## config.mk

```make
export PLATFORM = sky130hd
export DESIGN_NAME = io_timer_intc_flat
export DESIGN_NICKNAME = d
export VERILOG_FILES = /design/src/rtl/io_pkg.sv /design/src/rtl/io_timer_intc_if.sv /design/src/rtl/io_timer_intc_timer.sv /design/src/rtl/io_timer_intc.sv /design/src/flat_wrapper.sv
export SDC_FILE = /design/constraint.sdc
export NUM_CORES = 1
export LEC_CHECK = 0
export ABC_CLOCK_PERIOD_IN_PS = 3200
export BUFFER_PORTS_ARGS = -buffer_cell sky130_fd_sc_hd__buf_2
export CAP_MARGIN = 20
export CORE_UTILIZATION = 55
export CTS_CLUSTER_DIAMETER = 60
export DETAILED_ROUTE_END_ITERATION = 10
export PLACE_DENSITY = 0.78
export SETUP_SLACK_MARGIN = 0.3
export SLEW_MARGIN = 20
export SYNTH_ARGS = -nofsm -noshare
export SYNTH_HDL_FRONTEND = slang
export SYNTH_HIERARCHICAL = 1
export SYNTH_SLANG_ARGS = --single-unit
```

## constraint.sdc

```tcl
create_clock -name clk -period 3.2 [get_ports clk]
set_clock_uncertainty 0.15 [all_clocks]
set_input_delay 0.32 -clock clk [delete_from_list [all_inputs] [get_ports clk]]
set_output_delay 0.32 -clock clk [all_outputs]
set_load 0.02 [all_outputs]
```

## src/rtl/io_pkg.sv

```systemverilog
// io_pkg: register offsets, bit indices and interrupt FSM encoding shared by the timer/intc block.
package io_pkg;
  localparam logic [2:0] A_CTRL    = 3'd0;
  localparam logic [2:0] A_LOAD    = 3'd1;
  localparam logic [2:0] A_COUNT   = 3'd2;
  localparam logic [2:0] A_STATUS  = 3'd3;
  localparam logic [2:0] A_SCRATCH = 3'd4;
  localparam int C_TEN  = 0;
  localparam int C_TIRQ = 1;
  localparam int C_EIRQ = 2;
  localparam int C_AUTO = 3;
  localparam int S_TP = 0;
  localparam int S_EP = 1;
  typedef enum logic [1:0] {IDLE = 2'b00, REQ = 2'b01, ACK = 2'b10} state_e;
endpackage

```

## src/rtl/io_timer_intc_if.sv

```systemverilog
// io_timer_intc_if: CPU I/O port bus (strobes, address, write and read data).
interface io_timer_intc_if #(parameter int DW = 32);
  logic          io_cs;
  logic          io_rd;
  logic          io_wr;
  logic [31:0]   Addr;
  logic [DW-1:0] D_IN;
  logic [DW-1:0] D_OUT;
  modport master (output io_cs, io_rd, io_wr, Addr, D_IN, input D_OUT);
  modport slave  (input io_cs, io_rd, io_wr, Addr, D_IN, output D_OUT);
endinterface

```

## src/rtl/io_timer_intc_timer.sv

```systemverilog
// io_timer: programmable down-counter with optional auto-reload and a one-cycle fire pulse.
module io_timer #(parameter int DW = 32) (
  input  logic          clk,
  input  logic          reset,
  input  logic          en,
  input  logic          auto_reload,
  input  logic          load_we,
  input  logic          count_we,
  input  logic [DW-1:0] wdata,
  output logic [DW-1:0] load_q,
  output logic [DW-1:0] count_q,
  output logic          fire
);
  localparam logic [DW-1:0] ONE = {{(DW-1){1'b0}}, 1'b1};
  logic [DW-1:0] load_d, count_d;
  // a software COUNT write overrides the decrement and suppresses firing
  always_comb begin
    fire    = 1'b0;
    load_d  = load_we ? wdata : load_q;
    count_d = count_q;
    if (count_we) count_d = wdata;
    else if (en && count_q != '0) begin
      fire    = count_q == ONE;
      count_d = fire ? (auto_reload ? load_q : '0) : count_q - ONE;
    end
  end
  always_ff @(posedge clk) begin
    if (reset) begin
      load_q  <= '0;
      count_q <= '0;
    end else begin
      load_q  <= load_d;
      count_q <= count_d;
    end
  end
endmodule

```

## src/rtl/io_timer_intc.sv

```systemverilog
// io_timer_intc: I/O-mapped control/timer/scratch registers plus timer/external interrupt merge with ack handshake.
module io_timer_intc import io_pkg::*; #(
  parameter int DW          = 32,
  parameter int SYNC_STAGES = 2
) (
  input  logic                clk,
  input  logic                reset,
  io_timer_intc_if.slave      bus,
  input  logic                ext_irq,
  input  logic                int_ack,
  output logic                intr
);
  logic [3:0]             ctrl_q, ctrl_d;
  logic [DW-1:0]          scratch_q, scratch_d, load_q, count_q, rdata;
  logic                   tp_q, tp_d, ep_q, ep_d, prev_q, prev_d, fire, we, req;
  logic [SYNC_STAGES-1:0] sync_q, sync_d;
  logic [2:0]             idx;
  state_e                 state_q, state_d;
  logic                   unused_addr;
  assign unused_addr = ^{bus.Addr[31:5], bus.Addr[1:0]};
  assign idx = bus.Addr[4:2];
  assign we  = bus.io_cs & bus.io_wr;
  assign req = (tp_q & ctrl_q[C_TIRQ]) | (ep_q & ctrl_q[C_EIRQ]);
  io_timer #(.DW(DW)) u_timer (
    .clk(clk), .reset(reset), .en(ctrl_q[C_TEN]), .auto_reload(ctrl_q[C_AUTO]),
    .load_we(we && idx == A_LOAD), .count_we(we && idx == A_COUNT), .wdata(bus.D_IN),
    .load_q(load_q), .count_q(count_q), .fire(fire)
  );
  // hardware set of a pending bit wins over a same-cycle write-1-to-clear
  always_comb begin
    ctrl_d    = (we && idx == A_CTRL) ? bus.D_IN[3:0] : ctrl_q;
    scratch_d = (we && idx == A_SCRATCH) ? bus.D_IN : scratch_q;
    sync_d    = {sync_q[SYNC_STAGES-2:0], ext_irq};
    prev_d    = sync_q[SYNC_STAGES-1];
    tp_d      = fire | (tp_q & ~(we && idx == A_STATUS && bus.D_IN[S_TP]));
    ep_d      = (sync_q[SYNC_STAGES-1] & ~prev_q) | (ep_q & ~(we && idx == A_STATUS && bus.D_IN[S_EP]));
  end
  always_comb begin
    state_d = IDLE;
    case (state_q)
      IDLE:    state_d = req ? REQ : IDLE;
      REQ:     state_d = int_ack ? ACK : (req ? REQ : IDLE);
      ACK:     state_d = (!int_ack && !req) ? IDLE : ACK;
      default: state_d = IDLE;
    endcase
  end
  assign intr = state_q == REQ;
  always_comb begin
    rdata = '0;
    case (idx)
      A_CTRL:    rdata = {{(DW-4){1'b0}}, ctrl_q};
      A_LOAD:    rdata = load_q;
      A_COUNT:   rdata = count_q;
      A_STATUS:  rdata = {{(DW-2){1'b0}}, ep_q, tp_q};
      A_SCRATCH: rdata = scratch_q;
      default:   rdata = '0;
    endcase
  end
  assign bus.D_OUT = (bus.io_cs && bus.io_rd) ? rdata : '0;
  always_ff @(posedge clk) begin
    if (reset) begin
      ctrl_q    <= '0;
      scratch_q <= '0;
      sync_q    <= '0;
      prev_q    <= 1'b0;
      tp_q      <= 1'b0;
      ep_q      <= 1'b0;
      state_q   <= IDLE;
    end else begin
      ctrl_q    <= ctrl_d;
      scratch_q <= scratch_d;
      sync_q    <= sync_d;
      prev_q    <= prev_d;
      tp_q      <= tp_d;
      ep_q      <= ep_d;
      state_q   <= state_d;
    end
  end
endmodule

```

## src/flat_wrapper.sv

```systemverilog
// flat-port wrapper written by rule: the top's interface ports become plain ports
module io_timer_intc_flat import io_pkg::*;
#(
  parameter int DW          = 32,
  parameter int SYNC_STAGES = 2
)
  (clk, reset, ext_irq, int_ack, intr, bus_io_cs, bus_io_rd, bus_io_wr, bus_Addr, bus_D_IN, bus_D_OUT);
  io_timer_intc_if #(.DW(DW)) bus_i ();
  input  logic clk;
  input  logic reset;
  input  logic ext_irq;
  input  logic int_ack;
  output logic intr;
  input wire logic [$bits(bus_i.io_cs)-1:0] bus_io_cs;
  input wire logic [$bits(bus_i.io_rd)-1:0] bus_io_rd;
  input wire logic [$bits(bus_i.io_wr)-1:0] bus_io_wr;
  input wire logic [$bits(bus_i.Addr)-1:0] bus_Addr;
  input wire logic [$bits(bus_i.D_IN)-1:0] bus_D_IN;
  output wire logic [$bits(bus_i.D_OUT)-1:0] bus_D_OUT;
  assign bus_i.io_cs = bus_io_cs;
  assign bus_i.io_rd = bus_io_rd;
  assign bus_i.io_wr = bus_io_wr;
  assign bus_i.Addr = bus_Addr;
  assign bus_i.D_IN = bus_D_IN;
  assign bus_D_OUT = bus_i.D_OUT;
  io_timer_intc #(.DW(DW), .SYNC_STAGES(SYNC_STAGES)) u_core (.clk(clk), .reset(reset), .bus(bus_i), .ext_irq(ext_irq), .int_ack(int_ack), .intr(intr));
endmodule
```

==> results.tsv <==
metric	value	unit
Setup Viol. Count Final	0	
Worst EP required	3240	ps
Non-Filler Instances	1034	
cell count after synthesis	850	
Ports	104	
worst min path class	input pin to register	
first-pass GRT wire length	29900	um
CP max stage delay	680	ps
failing checks	design-rule violations	
nets@finish	962	
Final GP Congestion	0.948	
delay-heaviest family, CP	simple AND/OR/NAND/NOR gates	
Leak	2.53	nW
vias in the first global route	6118	
CP Cell Sequence	or4_1 -> or4_4 -> or4_4 -> xnor2_2 -> o21ai_1 -> a221oi_2	
Fin. Hold Viols	0	
DP Wirelength	12200	um
final critical-path share of the clock period	85.9	%
clk_lat worst skew	350	ps
FF+latch count, synth	107	
Worst Path Arrival	2790	ps
layout cell share with drive strength beyond 1	17.3	%
CTS tree	yes	
nature of the critical path endpoint	register	
Min-Delay Path Depth	2	
Post-synth ARST share	0	%
Placed Instances	1021	
Routed WL	17900	um
Clk Tree Root Cell	clkbuf_16	
Inserted Clock Buffers	9	
GR Util All Layers	29.4	%
fillers	1070	
clk slew on worst S/H paths	60	ps
leading area contributor after synthesis	dfxtp_1	
f_max	364	MHz
initial antenna violation count	0	
crit path launch type	register	
Synth area leaders	dfxtp_1, nand3b_1, a21oi_1	
Seq/Total Area, Yosys	32.4	%
Core Region	0.0116	mm2
post_cts resized	0	
vias	6471	
Worst Path Buf+Inv	0	
Worst Path Max Fanout	9	
Max Cap Viol	0	
Ys Warns	6	
mapped cell area	0.00661	mm2
setup ws final	450	ps
reg2reg path depth	6	
measured slew at the worst slew-check pin	913	ps
pre-CTS setup slack	478	ps
Final ANT Viol Nets	0	
min cycle time layout	2750	ps
Die Span Y	112	um
largest net degree at the start of global routing	86	
synthesis-to-finish area growth	10.6	%
grt ovf	0	
Distinct cells, synth	66	
critical path depth	6	
port bufs	74	
Slowest-stage cell, CP	or4_1	
setup tns final	0	ps
drt first pass iters	8	
Syn Nets	923	
commonest non-fill, non-tap cell in the layout	dfxtp_1	
Slew headroom	39.1	%
most frequent cells in the layout	dfxtp_1, a21oi_1, buf_2, o21ai_0	
CP dominant cell by count	or4_4	
Max Slew Vio Count	0	
crit path kind	register to register	
Top FF cell, synth	dfxtp_1	
CTS H-tree lvls	3	
Synth Area per Inst	7.77	um2
number of diodes	0	
Iter 0 DRT Violations	598	
hold-fix buffers at CTS	0	
Rows	39	
Pwr per Cell Area	410	mW/mm2
Die Area	0.0125	mm2
clock sinks	107	
RSZ-0062 raised after global routing	false	
routed len/inst	17.3	um
Post-route DRC	5	
Yosys top cell area share	32.4	%
setup bufs post-CTS	0	
status	finished with violations	
Initial Util	57.1	%
overall die width	112	um
EDFF count, synth	0	
clk buf depth	2	
drt via density	6.26	
Worst IR Drop VDD	298	uV
## stage by stage
step	hold slack [ps]	power (mW)	utilization, %	area [um2]
floorplan	264	1.84	-	6610
global placement	271	2.00	61.0	7050
detailed placement	280	2.01	61.0	7050
CTS	10.7	3.00	63.1	7300
global route	24.8	3.13	63.2	7310
finish	21.8	2.99	63.2	7310
## flip-flops by register name, summed over array words and instances, names as in the netlist
signal                  cells
u_core/prev_q               1
u_core/state_q              2
u_core/ep_q                 1
u_core/ctrl_q               4
u_core/scratch_q           32
u_core/sync_q               2
u_core/tp_q                 1
u_core/u_timer/load_q      32
u_core/u_timer/count_q     32
## final cells by class
cell class | instances | area (um2) | area share (%)
clock buffers | 13 | 250 | 3.43
flip-flops and latches | 107 | 2140 | 29.3
well taps | 143 | 179 | 2.45
inverters | 23 | 86.3 | 1.18
multi-input cells | 643 | 4020 | 55.0
repair buffers | 105 | 632 | 8.65
## worst reg2reg max path: cells and delay by family (launching register included)
family / cells / cell delay, ps
compound gates: 2 / 210
flops: 1 / 400
xor+xnor: 1 / 140
simple gates: 3 / 1680
## final timing paths
path | from | endpoint | slack (ps)
min | ext_irq | u_core/sync_q[0] | 20
max | u_core/u_timer/count_q[4] | u_core/u_timer/count_q[21] | 450
max reg2reg | u_core/u_timer/count_q[4] | u_core/u_timer/count_q[21] | 450
min reg2reg | u_core/sync_q[0] | u_core/sync_q[1] | 290
## cells in the mapped netlist (all sizes together), types with 23 or more instances
library cell  number
a21o              33
nand3b            61
inv               23
clkbuf            42
mux2i             37
nand2             61
dfxtp            107
a21oi            111
nor2              54
o21ai             83
nand3             50
buf               35
## where the power goes
part / total (mW) / switching [mW] / leakage, nW / internal (mW)
clock network: 1.00 / 0.466 / 0.122 / 0.537
logic: 0.599 / 0.360 / 1.55 / 0.239
registers: 1.39 / 0.0318 / 0.865 / 1.36
## layer usage
layer	up-vias	part of all wire [%]	routed length, um	track usage, %
met5	-	0	0	0
met4	0	1.2	212	9.01
met3	21	5.8	1040	5.01
met2	223	47	8410	48.9
met1	3060	46	8230	38.9
li1	3167	-	-	-
## kinds of logic after synthesis
group                      synth area share (%)
and+or+nand+nor                            25.9
adders and majority gates                 0.379
AOI/OAI and AO/OA                          26.0
DFF                                        32.4
muxes                                      5.78
xor gates and xnor gates                   2.37
buffers and inverters                      7.08
Power figures use the tool's default switching activity.
